<file path="src/rtl/seg7_pkg.sv">
// Shared constants and decode helper for the multiplexed 4-digit 7-segment display path.
// Segment patterns are {g,f,e,d,c,b,a}, active-low.
package seg7_pkg;

   localparam int unsigned NumDigits = 4;

   localparam logic [6:0] SegPatterns [16] = '{
      7'b1000000, 7'b1111001, 7'b0100100, 7'b0110000,
      7'b0011001, 7'b0010010, 7'b0000010, 7'b1111000,
      7'b0000000, 7'b0010000, 7'b0001000, 7'b0000011,
      7'b1000110, 7'b0100001, 7'b0000110, 7'b0001110
   };

   typedef enum logic [0:0] {
      StSettling,
      StHeld
   } cap_state_e;

   typedef struct packed {
      logic       ok;
      logic [3:0] nibble;
   } decode_t;

   function automatic decode_t seg7_decode_fn(input logic [6:0] seg);
      decode_t res;
      res = '0;
      for (int i = 0; i < 16; i++) begin
         if (seg == SegPatterns[i]) begin
            res.ok     = 1'b1;
            res.nibble = 4'(i);
         end
      end
      return res;
   endfunction

endpackage

</file>
<file path="src/rtl/seg7_capture_if.sv">
// Display lines plus reconstructed-value outputs of the segment capture block.
// master drives the display lines; slave is the capture side.
interface seg7_capture_if;
   logic [6:0]  seg;
   logic [3:0]  an;
   logic        dp;
   logic [15:0] value;
   logic        valid;
   logic [3:0]  dp_mask;
   logic        digit_err;
   logic        timeout;

   modport master (
      output seg, an, dp,
      input  value, valid, dp_mask, digit_err, timeout
   );

   modport slave (
      input  seg, an, dp,
      output value, valid, dp_mask, digit_err, timeout
   );
endinterface

</file>
<file path="src/rtl/seg7_decode.sv">
// Combinational segment-pattern to hex-nibble decoder; ok is low for unknown patterns.
module seg7_decode
   import seg7_pkg::*;
(
   input  logic [6:0] seg,
   output logic [3:0] nibble,
   output logic       ok
);

   decode_t res;

   always_comb begin
      res    = seg7_decode_fn(seg);
      nibble = res.nibble;
      ok     = res.ok;
   end

endmodule

</file>
<file path="src/rtl/seg7_capture.sv">
// Watches multiplexed seg/an/dp lines, accepts each digit once it is stable and rebuilds
// the displayed 16-bit value, with per-digit error and frame timeout reporting.
module seg7_capture
   import seg7_pkg::*;
#(
   parameter int unsigned SETTLE_CYCLES = 4,
   parameter int unsigned TIMEOUT       = 1048576
) (
   input logic           clk,
   input logic           reset,
   seg7_capture_if.slave bus
);

   localparam int unsigned   TW         = $clog2(TIMEOUT + 1);
   localparam logic [7:0]    SettleMax  = 8'(SETTLE_CYCLES);
   localparam logic [TW-1:0] TimeoutMax = TW'(TIMEOUT);

   // Sample layout: {an[3:0], seg[6:0], dp}
   logic [11:0] smp_in, smp_q;
   logic        same;
   logic [7:0]  cnt_d, cnt_q;

   cap_state_e  state_d, state_q;
   logic        eval;

   logic [3:0]  an_low;
   logic        one_hot;
   logic [3:0]  dec_nibble;
   logic        dec_ok;
   logic        eval_ok, eval_bad;

   logic [15:0] slots_d, slots_q;
   logic [3:0]  dp_slots_d, dp_slots_q;
   logic [3:0]  seen_d, seen_q;
   logic        frame_done;

   logic [15:0] value_q;
   logic [3:0]  dp_mask_q;
   logic        valid_q;
   logic        err_q;
   logic [TW-1:0] tcnt_d, tcnt_q;

   assign smp_in = {bus.an, bus.seg, bus.dp};
   assign same   = (smp_in == smp_q);

   always_comb begin
      cnt_d = 8'd0;
      if (same) begin
         cnt_d = (cnt_q == SettleMax) ? cnt_q : cnt_q + 8'd1;
      end
   end

   // FSM: state register
   always_ff @(posedge clk) begin
      if (reset) begin
         state_q <= StSettling;
      end else begin
         state_q <= state_d;
      end
   end

   // FSM: next state
   always_comb begin
      state_d = state_q;
      if (!same) begin
         state_d = StSettling;
      end else if (state_q == StSettling && cnt_d == SettleMax) begin
         state_d = StHeld;
      end
   end

   // FSM: outputs; one evaluation per stable window
   always_comb begin
      eval = 1'b0;
      if (state_q == StSettling && same && cnt_d == SettleMax) begin
         eval = 1'b1;
      end
   end

   seg7_decode u_decode (
      .seg    (smp_q[7:1]),
      .nibble (dec_nibble),
      .ok     (dec_ok)
   );

   assign an_low   = ~smp_q[11:8];
   assign one_hot  = (an_low != 4'd0) && ((an_low & (an_low - 4'd1)) == 4'd0);
   assign eval_ok  = eval && one_hot && dec_ok;
   assign eval_bad = eval && one_hot && !dec_ok;

   assign frame_done = (seen_q == 4'hF);

   // A digit accepted on the completion edge lands in the freshly cleared mask.
   always_comb begin
      slots_d    = slots_q;
      dp_slots_d = dp_slots_q;
      seen_d     = frame_done ? 4'd0 : seen_q;
      if (eval_ok) begin
         for (int i = 0; i < NumDigits; i++) begin
            if (an_low[i]) begin
               slots_d[4*i +: 4] = dec_nibble;
               dp_slots_d[i]     = ~smp_q[0];
               seen_d[i]         = 1'b1;
            end
         end
      end
   end

   always_comb begin
      tcnt_d = tcnt_q;
      if (frame_done) begin
         tcnt_d = '0;
      end else if (tcnt_q != TimeoutMax) begin
         tcnt_d = tcnt_q + 1'b1;
      end
   end

   always_ff @(posedge clk) begin
      if (reset) begin
         smp_q      <= '1;
         cnt_q      <= 8'd0;
         slots_q    <= 16'd0;
         dp_slots_q <= 4'd0;
         seen_q     <= 4'd0;
         value_q    <= 16'd0;
         dp_mask_q  <= 4'd0;
         valid_q    <= 1'b0;
         err_q      <= 1'b0;
         tcnt_q     <= '0;
      end else begin
         smp_q      <= smp_in;
         cnt_q      <= cnt_d;
         slots_q    <= slots_d;
         dp_slots_q <= dp_slots_d;
         seen_q     <= seen_d;
         valid_q    <= frame_done;
         err_q      <= eval_bad;
         tcnt_q     <= tcnt_d;
         if (frame_done) begin
            value_q   <= slots_q;
            dp_mask_q <= dp_slots_q;
         end
      end
   end

   assign bus.value     = value_q;
   assign bus.dp_mask   = dp_mask_q;
   assign bus.valid     = valid_q;
   assign bus.digit_err = err_q;
   assign bus.timeout   = (tcnt_q == TimeoutMax);

endmodule

</file>
<file path="src/flat_wrapper.sv">
// flat-port wrapper written by rule: the top's interface ports become plain ports
module seg7_capture_flat import seg7_pkg::*;
#(
   parameter int unsigned SETTLE_CYCLES = 4,
   parameter int unsigned TIMEOUT       = 1048576
)
  (clk, reset, bus_seg, bus_an, bus_dp, bus_value, bus_valid, bus_dp_mask, bus_digit_err, bus_timeout);
  seg7_capture_if bus_i ();
  input logic clk;
  input logic reset;
  input wire logic [$bits(bus_i.seg)-1:0] bus_seg;
  input wire logic [$bits(bus_i.an)-1:0] bus_an;
  input wire logic [$bits(bus_i.dp)-1:0] bus_dp;
  output wire logic [$bits(bus_i.value)-1:0] bus_value;
  output wire logic [$bits(bus_i.valid)-1:0] bus_valid;
  output wire logic [$bits(bus_i.dp_mask)-1:0] bus_dp_mask;
  output wire logic [$bits(bus_i.digit_err)-1:0] bus_digit_err;
  output wire logic [$bits(bus_i.timeout)-1:0] bus_timeout;
  assign bus_i.seg = bus_seg;
  assign bus_i.an = bus_an;
  assign bus_i.dp = bus_dp;
  assign bus_value = bus_i.value;
  assign bus_valid = bus_i.valid;
  assign bus_dp_mask = bus_i.dp_mask;
  assign bus_digit_err = bus_i.digit_err;
  assign bus_timeout = bus_i.timeout;
  seg7_capture #(.SETTLE_CYCLES(SETTLE_CYCLES), .TIMEOUT(TIMEOUT)) u_core (.clk(clk), .reset(reset), .bus(bus_i));
endmodule
</file>
<file path="config.mk">
export PLATFORM = sky130hd
export DESIGN_NAME = seg7_capture_flat
export DESIGN_NICKNAME = d
export VERILOG_FILES = /design/src/rtl/seg7_pkg.sv /design/src/rtl/seg7_capture_if.sv /design/src/rtl/seg7_decode.sv /design/src/rtl/seg7_capture.sv /design/src/flat_wrapper.sv
export SDC_FILE = /design/constraint.sdc
export NUM_CORES = 1
export LEC_CHECK = 0
export CORE_MARGIN = 5
export CORE_UTILIZATION = 57
export DETAILED_ROUTE_END_ITERATION = 8
export HOLD_SLACK_MARGIN = 0.02
export PLACE_DENSITY = 0.75
export SLEW_MARGIN = 0
export SYNTH_ARGS = -nofsm -noshare
export SYNTH_HDL_FRONTEND = slang
export SYNTH_SLANG_ARGS = --single-unit
</file>
<file path="constraint.sdc">
create_clock -name clk -period 2.85 [get_ports clk]
set_input_delay 0.7125 -clock clk [delete_from_list [all_inputs] [get_ports clk]]
set_output_delay 0.7125 -clock clk [all_outputs]
set_load 0.005 [all_outputs]
</file>
Word level (Yosys, flattened, before mapping)

Cells that the tools add are included.

Register bits: 88
Input port bits: 14
Output and inout port bits: 23
Word-level logic and storage cells: 88

$add $sub $neg: 3
Equal/unequal tests: 21
Multiplexer cells: 25
Bitwise operators: 5
Reduce and logical (&&, ||, !) cells: 17

Operators by type and width:

| operator                | count |
|---|---|
| $mux W5                 | 16 |
| $eq A7 B7 Y1 const B    | 4 |
| $add A21 B1 Y21 const B | 1 |
| $eq A21 B21 Y1 const B  | 1 |
| $eq A7 B5 Y1 const B    | 3 |
| $eq A7 B6 Y1 const B    | 3 |
| $ne A21 B21 Y1 const B  | 1 |
| $eq A8 B3 Y1 const B    | 2 |
| $mux W8                 | 2 |
| $eq A7 B2 Y1 const B    | 2 |
| $eq A7 B4 Y1 const B    | 2 |
| $eq A12 B12 Y1          | 1 |
| $add A8 B1 Y8 const B   | 1 |
| $mux W4                 | 2 |
| $reduce_and A2 Y1       | 4 |
| $eq A7 B3 Y1 const B    | 1 |
| $logic_and A1 B1 Y1     | 7 |
| $logic_not A7 Y1        | 1 |
| $mux W1                 | 5 |
| $and A4 B4 Y4           | 1 |
| $eq A4 B4 Y1 const B    | 1 |
| $logic_not A4 Y1        | 1 |
| $not A4 Y4              | 1 |
| $reduce_bool A4 Y1      | 1 |
| 4 further kinds         | 7 |

Logic depth before layout (Yosys ltp)

Gate-level depths: netlist of run 1.

Depth in word-level cells: 19
Mapped depth: 8
Depth with buffers taken out: 8

Modules after synthesis

A second synthesis of run 1 with hierarchy kept.

Cells, all modules: 454
Area total of the unflattened synthesis: 4,058.9 µm²

Modules (own cells, without submodules):

| module       | instances | cells an instance | area an instance (µm²) | sequential area each (µm²) |
|---|---|---|---|---|
| seg7_capture | 1         | 408               | 3,731.1                | 1,761.7 |
| seg7_decode  | 1         | 46                | 327.8                  | 0.0 |

Worst setup path before layout of run 1

OpenSTA, ideal clock, no wires.

Path kind: reg-to-reg
From: reg u_core.cnt_q[0]
To: reg u_core.dp_slots_q[1]
Setup time: 118 ps
Data arrival time: 2,299 ps
Required time: 2,732 ps
Setup slack: 433 ps
Stages on the path, launching flop included: 9
Path buffers: 0
Cell sequence: dfxtp_1 inv_1 ha_1 nor3b_1 a211o_1 a221oi_1 nand2_1 or4_4 mux2i_1

Longest elaborated chain between the ends: 9
Elaborated cells on any way between the ends: 10

Ends and longest elaborated chain:

| item                                          | line                | RTL |
|---|---|---|
| from (decl)                                   | seg7_capture.sv:21  | `logic [7:0] cnt_d, cnt_q;` |
| from (signal assigned)                        | seg7_capture.sv:132 | `cnt_q <= cnt_d;` |
| $add A8 B1 Y8 or $eq A8 B3 Y1 (tied branches) | seg7_capture.sv:49  | `cnt_d = (cnt_q == SettleMax) ? cnt_q : cnt_q + 8'd1;` |
| $mux W8 *                                     | seg7_capture.sv:49  |  |
| $mux W8 *                                     | seg7_capture.sv:48  | `if (same) begin` |
| $eq A8 B3 Y1 *                                | seg7_capture.sv:75  | `if (state_q == StSettling && same && cnt_d == SettleMax) begin` |
| $logic_and A1 B1 Y1 *                         | seg7_capture.sv:75  |  |
| $mux W1 *                                     | seg7_capture.sv:75  |  |
| $logic_and A1 B1 Y1 * (2 in a row)            | seg7_capture.sv:88  | `assign eval_ok = eval && one_hot && dec_ok;` |
| $reduce_and A2 Y1 (no source line) *          | -                   |  |
| to (signal assigned)                          | seg7_capture.sv:134 | `dp_slots_q <= dp_slots_d;` |
| to (decl)                                     | seg7_capture.sv:33  | `logic [3:0] dp_slots_d, dp_slots_q;` |

Mark *: on every way between the ends. The rest lies on a longest branch, timed or not.
A chain may end at the register's enable or synchronous reset.

Final worst setup path of run 1

From: reg u_core.tcnt_q[0]
To: out bus_timeout

Longest elaborated chain between the ends: 1

Ends and longest elaborated chain:

| item                   | line                | RTL |
|---|---|---|
| from (decl)            | seg7_capture.sv:41  | `logic [TW-1:0] tcnt_d, tcnt_q;` |
| from (signal assigned) | seg7_capture.sv:138 | `tcnt_q <= tcnt_d;` |
| $eq A21 B21 Y1         | seg7_capture.sv:150 | `assign bus.timeout = (tcnt_q == TimeoutMax);` |
| to (decl)              | flat_wrapper.sv:18  | `output wire logic [$bits(bus_i.timeout)-1:0] bus_timeout;` |

Every way passes these cells.

==> results_dict.tcl, run 1 <==
set metrics [dict create \
    cts-root-buf "clkbuf_8" \
    drt_wl_total_mm 8.03 \
    wl_per_cell_um 13.5 \
    final_common_cell "dfxtp_1" \
    grt_max_degree 42 \
    multi_input_area_mm2 0.00216 \
    syn_avg_cell_area_um2 8.73 \
    overflow 0 \
    antenna_left 0 \
    cp-start-kind "flip-flop" \
    status "finished clean" \
    setup_ws_ns 0.0840 \
    finalHoldViolations 0 \
    worst_pin_slew_ns 0.795 \
    path_class "flip-flop to output pin" \
    grt_pass1_wl_mm 13.6 \
    rows 30 \
    firstDrtPassIters 4 \
    fin_cells 596 \
    slew_headroom_pct 47.0 \
    vias 3253 \
    insertion_delay_ns 0.36 \
    cellPowerDensity_mw_per_mm2 463 \
    fin_crit_sh_pct 97.1 \
    fmax_ghz 0.362 \
    holdPathStages 2 \
    drv_cap 0 \
    critPathRequiredTime_ns 2.14 \
    cts_sinks 88 \
    diodes 0 \
    die_h_um 94.4 \
    syn_nets 483 \
    synthCells 465 \
    initial_core_util_pct 59.1 \
    cts_buffers 9 \
    grt_pass1_vias 2927 \
    yosysUniqueCellTypes 51 \
    cp_data_arrival_time_ns 2.05 \
    grtUsageMet3_pct 4.46 \
    antenna_found_initial 0 \
    pre_cts_slack_ns -0.0850 \
    seq_area_frac_synth_pct 43.4 \
    ys_warn_count 0 \
    die_w_um 94.4 \
    fill_cells 603 \
    grtUsageMet1_pct 25.6 \
    portBuffers 36 \
    period_minus_slack_ns 2.77 \
    place_congestion 0.914 \
    fin_nets 513 \
    dieArea_mm2 0.00891 \
    synthesis.area_mm2 0.00406 \
    hold_class "flip-flop to flip-flop" \
    htreeDepth 3 \
    total_power_uw 2170 \
    max-clock-path-buffers 2 \
    viasPerCell 5.46 \
    busiest_layer "met2" \
    clock_skew_ns 0.0108 \
    drive_above_1_share_pct 10.8 \
    setup_viol 0 \
    tns_ns 0 \
    power.leakage_uw 0.00159 \
    dp_cells 579 \
    area_delta_synth_final_pct 15.6 \
    cts_tree "built" \
    place_hpwl_mm 5.60 \
    r2r-start "u_core.cnt_q[0]" \
    holdWs_ns 0.450 \
    layout_common_cells "dfxtp_1 (88), nand2_1 (61), a21oi_1 (36)" \
    grt_setup_unrepaired "true" \
    critPathMaxFanout 3 \
    end_kind "output pin" \
    drc 0 \
    ir_drop_mv 0.285 \
    grt_use_total_pct 19.0 \
    regArea_mm2 0.00176 \
    io_pins 37 \
    yosys_register_bits 88 \
    met2_usage_pct 29.9 \
    min_from "u_core.slots_q[4]" \
    startpoint "u_core.tcnt_q[0]" \
    r2r_cells 10 \
    core_mm2 0.00687 \
    report.final.slew_viol_count 0 \
    path_clk_slew_ns 0.09 \
    drt_iter0_drc 125 \
]
==> registers in the layout, summed over array words and instances (netlist names), 4 cells and up <==
register,cells
u_core.slots_q,16
u_core.dp_slots_q,4
u_core.cnt_q,8
u_core.bus.value,16
u_core.bus.dp_mask,4
u_core.tcnt_q,21
u_core.seen_q,4
u_core.smp_q,12
==> logic make-up (layout without fill, tap and decap cells) <==
family	Yosys count	after routing	synth area share (%)
mux	21	21	5.18
fa+ha+maj	4	4	1.23
simple gates	208	208	28.5
compound gates	73	73	10.6
flops	88	88	43.4
buf+inv	38	73	3.94
xor+xnor	33	33	7.12
==> area by class of cell <==
cell class	count	share of cell area (%)
clock buffers	10	2.93
flip-flops and latches	88	37.5
multi-input cells	339	46.1
inverters	12	0.960
repair buffers	45	9.01
clock inverters	6	0.906
well taps	96	2.56
==> path summary, 6_finish.rpt <==
| check | slack [ns] | to |
|---|---|---|
| setup / recovery | 0.08 | bus_timeout |
| setup reg to reg | 0.29 | u_core.slots_q[11] |
| hold / removal | 0.45 | u_core.bus.value[4] |
| hold reg to reg | 0.45 | u_core.bus.value[4] |
==> power breakdown <==
group,internal (uW),switching [uW]
Combinational,54.6,57.5
Clock,342,452
Sequential,1240,24.6
==> Yosys cell counts, drive strengths merged <==
| library cell | n | area, um^2 |
|---|---|---|
| or2 | 14 | 87.6 |
| a32o | 1 | 10.0 |
| nand4 | 8 | 50.1 |
| o31a | 2 | 17.5 |
| nand3b | 2 | 18.8 |
| and2 | 1 | 6.26 |
| a21bo | 1 | 10.0 |
| o22ai | 1 | 6.26 |
| xnor2 | 9 | 78.8 |
| or3b | 1 | 8.76 |
| o21ai | 15 | 75.1 |
| nand2b | 25 | 156 |
| and3 | 4 | 25.0 |
| nor4b | 4 | 41.3 |
| a21o | 3 | 22.5 |
| dfxtp | 88 | 1760 |
| a31o | 1 | 8.76 |
| or4 | 4 | 33.8 |
| o21bai | 1 | 7.51 |
| nor3b | 3 | 22.5 |
| a211o | 2 | 17.5 |
| a221oi | 1 | 8.76 |
| nand4b | 2 | 17.5 |
| clkbuf | 22 | 82.6 |
| inv | 12 | 45.0 |
| buf | 4 | 32.5 |
| mux2i | 21 | 210 |
| nand2 | 61 | 229 |
| a211oi | 3 | 22.5 |
| o32ai | 1 | 8.76 |
| nor4 | 8 | 80.1 |
| or3 | 15 | 93.8 |
| nand3 | 14 | 70.1 |
| a22oi | 1 | 7.51 |
| xor2 | 24 | 210 |
| a31oi | 3 | 18.8 |
| and4 | 6 | 55.1 |
| nor3 | 9 | 61.3 |
| ha | 4 | 50.1 |
| nor2 | 27 | 101 |
| a21oi | 36 | 180 |
| a32oi | 1 | 8.76 |
==> worst max-delay path, stage by stage, from the launching register on <==
cell and delay, ns:
dfxtp_1 0.33, inv_1 0.09, ha_1 0.16, nor4b_2 0.24, nand3_1 0.18, nor2_4 0.18, clkdlybuf4s50_1 0.52
==> timing repair <==
item,4_1_cts,5_1_grt
setup endpoints to repair,1,3
resized for setup,2,3
setup buffers,0,1
hold buffers,0,0
pin swaps,0,1
gates cloned,0,0
==> routing by layer <==
layer,vias up,part of all wire [%]
met3,9,3.7
met2,63,47
met4,0,1.2
li1,1671,-
met1,1510,48
met5,-,0
==> through the flow <==
stage                     cell area (um^2)  util, %
after floorplan                       4060        -
after global placement                4480     65.2
after detailed placement              4480     65.2
after CTS                             4670     68.0
after global routing                  4690     68.3
final                                 4690     68.3
Note: power is estimated with default switching activity, not from simulation.
==> run 2: changes to the inputs <==
--- a/config.mk
+++ b/config.mk
@@ -5,11 +5,13 @@
 export SDC_FILE = /design/constraint.sdc
 export NUM_CORES = 1
 export LEC_CHECK = 0
+export ABC_AREA = 1
 export CORE_MARGIN = 5
-export CORE_UTILIZATION = 57
+export CORE_UTILIZATION = 60
+export CTS_BUF_LIST = sky130_fd_sc_hd__clkbuf_2 sky130_fd_sc_hd__clkbuf_4 sky130_fd_sc_hd__clkbuf_8
 export DETAILED_ROUTE_END_ITERATION = 8
 export HOLD_SLACK_MARGIN = 0.02
-export PLACE_DENSITY = 0.75
+export PLACE_DENSITY = 0.78
 export SLEW_MARGIN = 0
 export SYNTH_ARGS = -nofsm -noshare
 export SYNTH_HDL_FRONTEND = slang
==> results_dict.tcl, run 2 <==
set metrics [dict create \
    status "finished clean" \
    clockPowerShare_pct 37.9 \
    synthCells 592 \
    grt_max_degree 32 \
    utilization_pct 71.7 \
    ir_drop_mv 0.236 \
    crit_slowest_cell "clkdlybuf4s50_1" \
    portBuffers 36 \
    path_clk_slew_ns 0.09 \
    layout_common_cells "nand2_1 (145), nor2_1 (89), dfxtp_1 (88)" \
    end_kind "output pin" \
    cts-root-buf "clkbuf_8" \
    antenna_left 0 \
    p_int_uw 1700 \
    setup_ws_ns 0.153 \
    cts_tree "built" \
    cts_sinks 88 \
    r2r-start "u_core.smp_q[4]" \
    async_flop_share_pct 0 \
    drt_iter0_drc 189 \
    finalHoldViolations 0 \
    yosys.area.top_type "dfxtp_1" \
    htreeDepth 3 \
    diodes 0 \
    dieArea_mm2 0.00878 \
    drc 0 \
    worst_pin_slew_ns 0.561 \
    period_minus_slack_ns 2.70 \
    seq_area_frac_synth_pct 41.9 \
    syn_avg_cell_area_um2 7.10 \
    synth_common_cells "nand2_1 (145), nor2_1 (89), dfxtp_1 (88)" \
    fin_nets 650 \
    vias 3785 \
    critPathMaxFanout 5 \
    final_common_cell "nand2_1" \
    io_pins 37 \
    clock_skew_ns 0.00962 \
    synth.most_common_cell "nand2_1" \
    viasPerCell 5.17 \
    max-clock-path-buffers 2 \
    fill_cells 592 \
    r2r_cells 11 \
    drive_above_1_share_pct 9.91 \
    initial_core_util_pct 61.9 \
    swShare_pct 24.5 \
    fin_crit_sh_pct 94.6 \
    slew_headroom_pct 62.3 \
    firstDrtPassIters 4 \
    rows 30 \
    pre_cts_slack_ns 0.118 \
    grt_pass1_vias 3423 \
    setup_viol 0 \
    rr_endpoint "u_core.dp_slots_q[1]" \
    switchingPower_uw 551 \
    critPathRequiredTime_ns 2.14 \
    ys_warn_count 0 \
    grt_use_total_pct 21.3 \
    p_comb_share_pct 6.1 \
    reg2reg_slack_ns 0.63 \
    cts_buffers 9 \
    hold_class "flip-flop to flip-flop" \
    die_h_um 93.7 \
    wl_per_cell_um 12.0 \
    place_congestion 0.875 \
    power.share.sequential_pct 56.0 \
    grt_setup_unrepaired "false" \
    tns_ns 0 \
    core_mm2 0.00679 \
    report.final.slew_viol_count 0 \
    slowest_delay_ns 0.50 \
    insertion_delay_ns 0.36 \
    total_power_uw 2250 \
    min_from "u_core.bus.value[4]" \
    power.leakage_uw 0.00209 \
    antenna_found_initial 0 \
    crit_chain "inv_1 -> nand4_1 -> nor4_4 -> nand4_1 -> inv_2 -> clkdlybuf4s50_1" \
    cp_data_arrival_time_ns 1.98 \
    largest_register "u_core.tcnt_q" \
    yosys_register_bits 88 \
    holdWs_ns 0.469 \
    largest_reg_flops 21 \
    drt_wl_total_mm 8.82 \
    cp-start-kind "flip-flop" \
    die_w_um 93.7 \
    timing.critical_path.mode_cell "nand4_1" \
    synthesis.area_mm2 0.00421 \
    cts_hold_buf 0 \
    ys.flop_type "dfxtp_1" \
    synth_edf_count 0 \
    yosysTopAreaCellShare_pct 41.9 \
    synthTopCellsByArea "dfxtp_1 (42%), nand2_1 (13%), nor2_1 (7.9%)" \
    path_class "flip-flop to output pin" \
    area_delta_synth_final_pct 15.8 \
    yosysUniqueCellTypes 39 \
    holdPathStages 2 \
    place_hpwl_mm 6.63 \
    cellPowerDensity_mw_per_mm2 462 \
    drv_cap 0 \
    fmax_ghz 0.371 \
    overflow 0 \
    whs_endpoint "u_core.bus.value[4]" \
    syn_nets 610 \
    grt_pass1_wl_mm 15.1 \
]
[run 2: cell types whose count changed after synthesis, moves of 25 or more]
cell,previous run,this run
nor2_1,27,89
nand2_1,61,145
inv_1,12,70
nand2b_1,25,0
nand4_1,8,33
[run 2: cells by family after synthesis]
logic type	synth area share [%]
AO/OA/AOI/OAI	8.51
adder cells (fa/ha/maj)	1.19
flip-flops	41.9
buffers and inverters	8.81
XOR/XNOR	1.25
AND/OR/NAND/NOR	38.4
[run 2: per-layer routing]
metal  GRT usage (%)  vias up  share of wire (%)
met5               0        -                  0
met1            28.3     1707                 49
met3            4.57       13                4.0
met2            33.8       69                 45
li1                -     1996                  -
met4            8.06        0                1.5
[run 2: worst max-delay path by stage]
| stage | startpoint | to | slack [ns] | depth (start not counted) |
|---|---|---|---|---|
| after global placement | bus_an[2] | u_core.dp_slots_q[2] | 0.16 | 12 |
| after detailed placement | bus_dp | u_core.slots_q[10] | 0.12 | 15 |
| final | u_core.tcnt_q[15] | bus_timeout | 0.15 | 6 |
| after global routing | u_core.tcnt_q[15] | bus_timeout | 0.02 | 6 |
| after CTS | u_core.tcnt_q[16] | bus_timeout | 0.08 | 6 |
| after floorplan | bus_an[2] | u_core.dp_slots_q[1] | 0.75 | 13 |
[run 2: what timing repair did]
action / CTS / global route
buffers inserted: 0 / 1
pin swaps: 0 / 1
resized for setup: 1 / 2
endpoints found under the setup margin: 1 / 1
[run 2: critical path, delay by kind of cell (launching register included)]
kind | cells | cell delay, ns
buffers and inverters | 3 | 0.73
and+or+nand+nor | 3 | 0.56
DFF | 1 | 0.34
[run 2: power by group through the flow]
stage	combinational (uW)	clock, uW	sequential [uW]
floorplan	92.2	0	1280
global placement	133	0	1290
detailed placement	136	0	1290
CTS	137	873	1260
global route	156	930	1260
finish	137	853	1260
[run 2: cell type report]
| class | instances | area (um^2) | area share, % |
|---|---|---|---|
| multi-input combinational | 409 | 2090 | 42.9 |
| sequential | 88 | 1760 | 36.2 |
| timing repair buffer | 40 | 390 | 8.02 |
| inverter | 84 | 315 | 6.47 |
| clock buffer | 9 | 124 | 2.54 |
| tap | 96 | 120 | 2.47 |
| clock inverter | 6 | 70.1 | 1.44 |
[run 2: per-stage QoR]
step	cell area (um^2)	std cells
floorplan	4210	592
global placement	4650	716
detailed placement	4650	716
CTS	4850	731
global route	4870	732
finish	4870	732
==> RTL edit (config.mk and constraints of run 1) <==
`TIMEOUT` is set to 1048576 in 2 places; all go to 4194304.
--- a/src/rtl/seg7_capture.sv
+++ b/src/rtl/seg7_capture.sv
@@ -4,7 +4,7 @@
    import seg7_pkg::*;
 #(
    parameter int unsigned SETTLE_CYCLES = 4,
-   parameter int unsigned TIMEOUT       = 1048576
+   parameter int unsigned TIMEOUT       = 4194304
 ) (
    input logic           clk,
    input logic           reset,
--- a/src/flat_wrapper.sv
+++ b/src/flat_wrapper.sv
@@ -2,7 +2,7 @@
 module seg7_capture_flat import seg7_pkg::*;
 #(
    parameter int unsigned SETTLE_CYCLES = 4,
-   parameter int unsigned TIMEOUT       = 1048576
+   parameter int unsigned TIMEOUT       = 4194304
 )
   (clk, reset, bus_seg, bus_an, bus_dp, bus_value, bus_valid, bus_dp_mask, bus_digit_err, bus_timeout);
   seg7_capture_if bus_i ();
Check against the original RTL: no difference found for any inputs over 10 cycles, from zero or initial values and one cycle with reset high; that may be too few to reach the edited logic, so the function may still have changed.
==> RTL edit against run 1 <==
  * Sequential cell count grew 2
  * Wire length rose by 8.2%
  * Setup slack improved by 0.035 ns
  * Power grew 3.6%
  * Register-to-register slack worse by 0.17 ns
  * Cell area is 4.0% higher
  * Area after synthesis grew 2.9%
  * Combinational power rose by 13%
  * Highest routed layer unchanged
==> RTL edit: results (changes against run 1) <==
<table>
<tr><th>Metric</th><th>Value</th></tr>
<tr><th colspan="2">Worst setup path</th></tr>
<tr><td>Reg2Reg Depth</td><td>9 (-1)</td></tr>
<tr><td>Cell class contributing the biggest share of worst-path delay</td><td>simple AND/OR/NAND/NOR gates</td></tr>
<tr><td>Destination of the critical timing path</td><td>u_core.slots_q[13]$_SDFFE_PP0P_</td></tr>
<tr><td>Highest-delay cell along the critical path</td><td>or4b_4</td></tr>
<tr><td>Worst Path Max Fanout</td><td>5 (+2)</td></tr>
<tr><th colspan="2">Placement</th></tr>
<tr><td>Post-DP HPWL</td><td>6230 um (+11%)</td></tr>
<tr><td>Placed Cells</td><td>602 (+4.0%)</td></tr>
<tr><td>Placement Setup Slack</td><td>0.0600 ns (+0.145 ns)</td></tr>
<tr><th colspan="2">Layout</th></tr>
<tr><td>Final layout net count</td><td>533 (+3.9%)</td></tr>
<tr><td>Layout fillers</td><td>609 (+1.0%)</td></tr>
<tr><td>Max reg flops</td><td>23 (+9.5%)</td></tr>
<tr><th colspan="2">Timing</th></tr>
<tr><td>Fmax</td><td>366 MHz (+1.3%)</td></tr>
<tr><td>Worst-case headroom to the max-slew limit</td><td>53.7% (+6.7 points)</td></tr>
<tr><td>Clock Skews</td><td>0.00838 ns (-0.00243 ns)</td></tr>
<tr><th colspan="2">Power and ir drop</th></tr>
<tr><td>Sw frac</td><td>23.2% (-1.4 points)</td></tr>
<tr><td>VDD IR-drop max</td><td>0.000339 V (+19%)</td></tr>
<tr><td>Leakage power figure</td><td>0.00171 uW (+7.3%)</td></tr>
<tr><th colspan="2">Status</th></tr>
<tr><td>Outcome</td><td>finished clean</td></tr>
<tr><th colspan="2">Drt</th></tr>
<tr><td>Aggregate routed wire length</td><td>8690 um (+8.2%)</td></tr>
<tr><td>Via Count</td><td>3432 (+5.5%)</td></tr>
<tr><td>1st-iter DRT viols</td><td>117 (-6.4%)</td></tr>
<tr><th colspan="2">Yosys</th></tr>
<tr><td>Share of Yosys cell area claimed by the top area cell type</td><td>43.1% (-0.26 points)</td></tr>
<tr><td>Cells after synthesis</td><td>477 (+2.6%)</td></tr>
<tr><td>Top cells by area in the synthesized netlist</td><td>dfxtp_1 (43%), nand2_1 (7.5%), xnor2_1 (4.6%)</td></tr>
<tr><th colspan="2">Global route</th></tr>
<tr><td>Global-route wire length before repair</td><td>15000 um (+11%)</td></tr>
<tr><td>Largest net degree at the start of global routing</td><td>44 (+4.8%)</td></tr>
<tr><th colspan="2">Min path</th></tr>
<tr><td>Worst min-delay path endpoint</td><td>u_core.bus.value[6]$_SDFFE_PP0P_</td></tr>
<tr><td>Critical hold path startpoint</td><td>u_core.bus.value[6]$_SDFFE_PP0P_</td></tr>
</table>
[RTL edit: cell types whose count changed after synthesis, sizes merged, moves of 4 or more]
cell | before | now
mux2i | 21 | 17
clkbuf | 22 | 18
xor2 | 24 | 17
a311oi | 0 | 4
nand4 | 8 | 13
nor2 | 27 | 39
xnor2 | 9 | 22
nand2b | 25 | 1
o21ai | 15 | 6
or3 | 15 | 6
nand2 | 61 | 83
[RTL edit: kinds of logic after synthesis]
family	after synthesis	share of synthesized area, %
AOI/OAI and AO/OA	75	11.9
and+or+nand+nor	218	28.1
xor gates and xnor gates	39	8.18
muxes	17	4.07
DFF	90	43.1
adders and majority gates	4	1.20
buffers and inverters	34	3.47
[RTL edit: routing by layer]
layer | track usage, % | up-vias | wire length [um]
li1 | - | 1740 | -
met1 | 28.5 | 1623 | 4180
met2 | 32.3 | 62 | 4070
met3 | 4.97 | 7 | 360
met4 | 5.21 | 0 | 78
met5 | 0 | - | 0
[RTL edit: power by group through the flow]
stage / Sequential, uW / Clock (uW) / Combinational, uW
3_3_place_gp: 1320 / 0 / 121
6_report: 1290 / 831 / 126
3_5_place_dp: 1320 / 0 / 124
5_1_grt: 1300 / 902 / 138
2_1_floorplan: 1310 / 0 / 96.1
4_1_cts: 1290 / 851 / 125
[RTL edit: final cells by class]
cell class | instances | area share (%)
multi-input cells | 353 | 46.2
well taps | 99 | 2.54
repair buffers | 52 | 9.90
clock inverters | 5 | 1.15
flip-flops and latches | 90 | 36.9
inverters | 9 | 0.692
clock buffers | 10 | 2.62
[RTL edit: through the flow]
stage          instance area [um2]  power (uW)  utilization (%)
4_1_cts                       4860        2270             67.8
3_5_place_dp                  4660        1450             65.0
6_report                      4880        2250             68.0
5_1_grt                       4880        2340             68.0
2_1_floorplan                 4180        1400                -
3_3_place_gp                  4660        1440             65.0
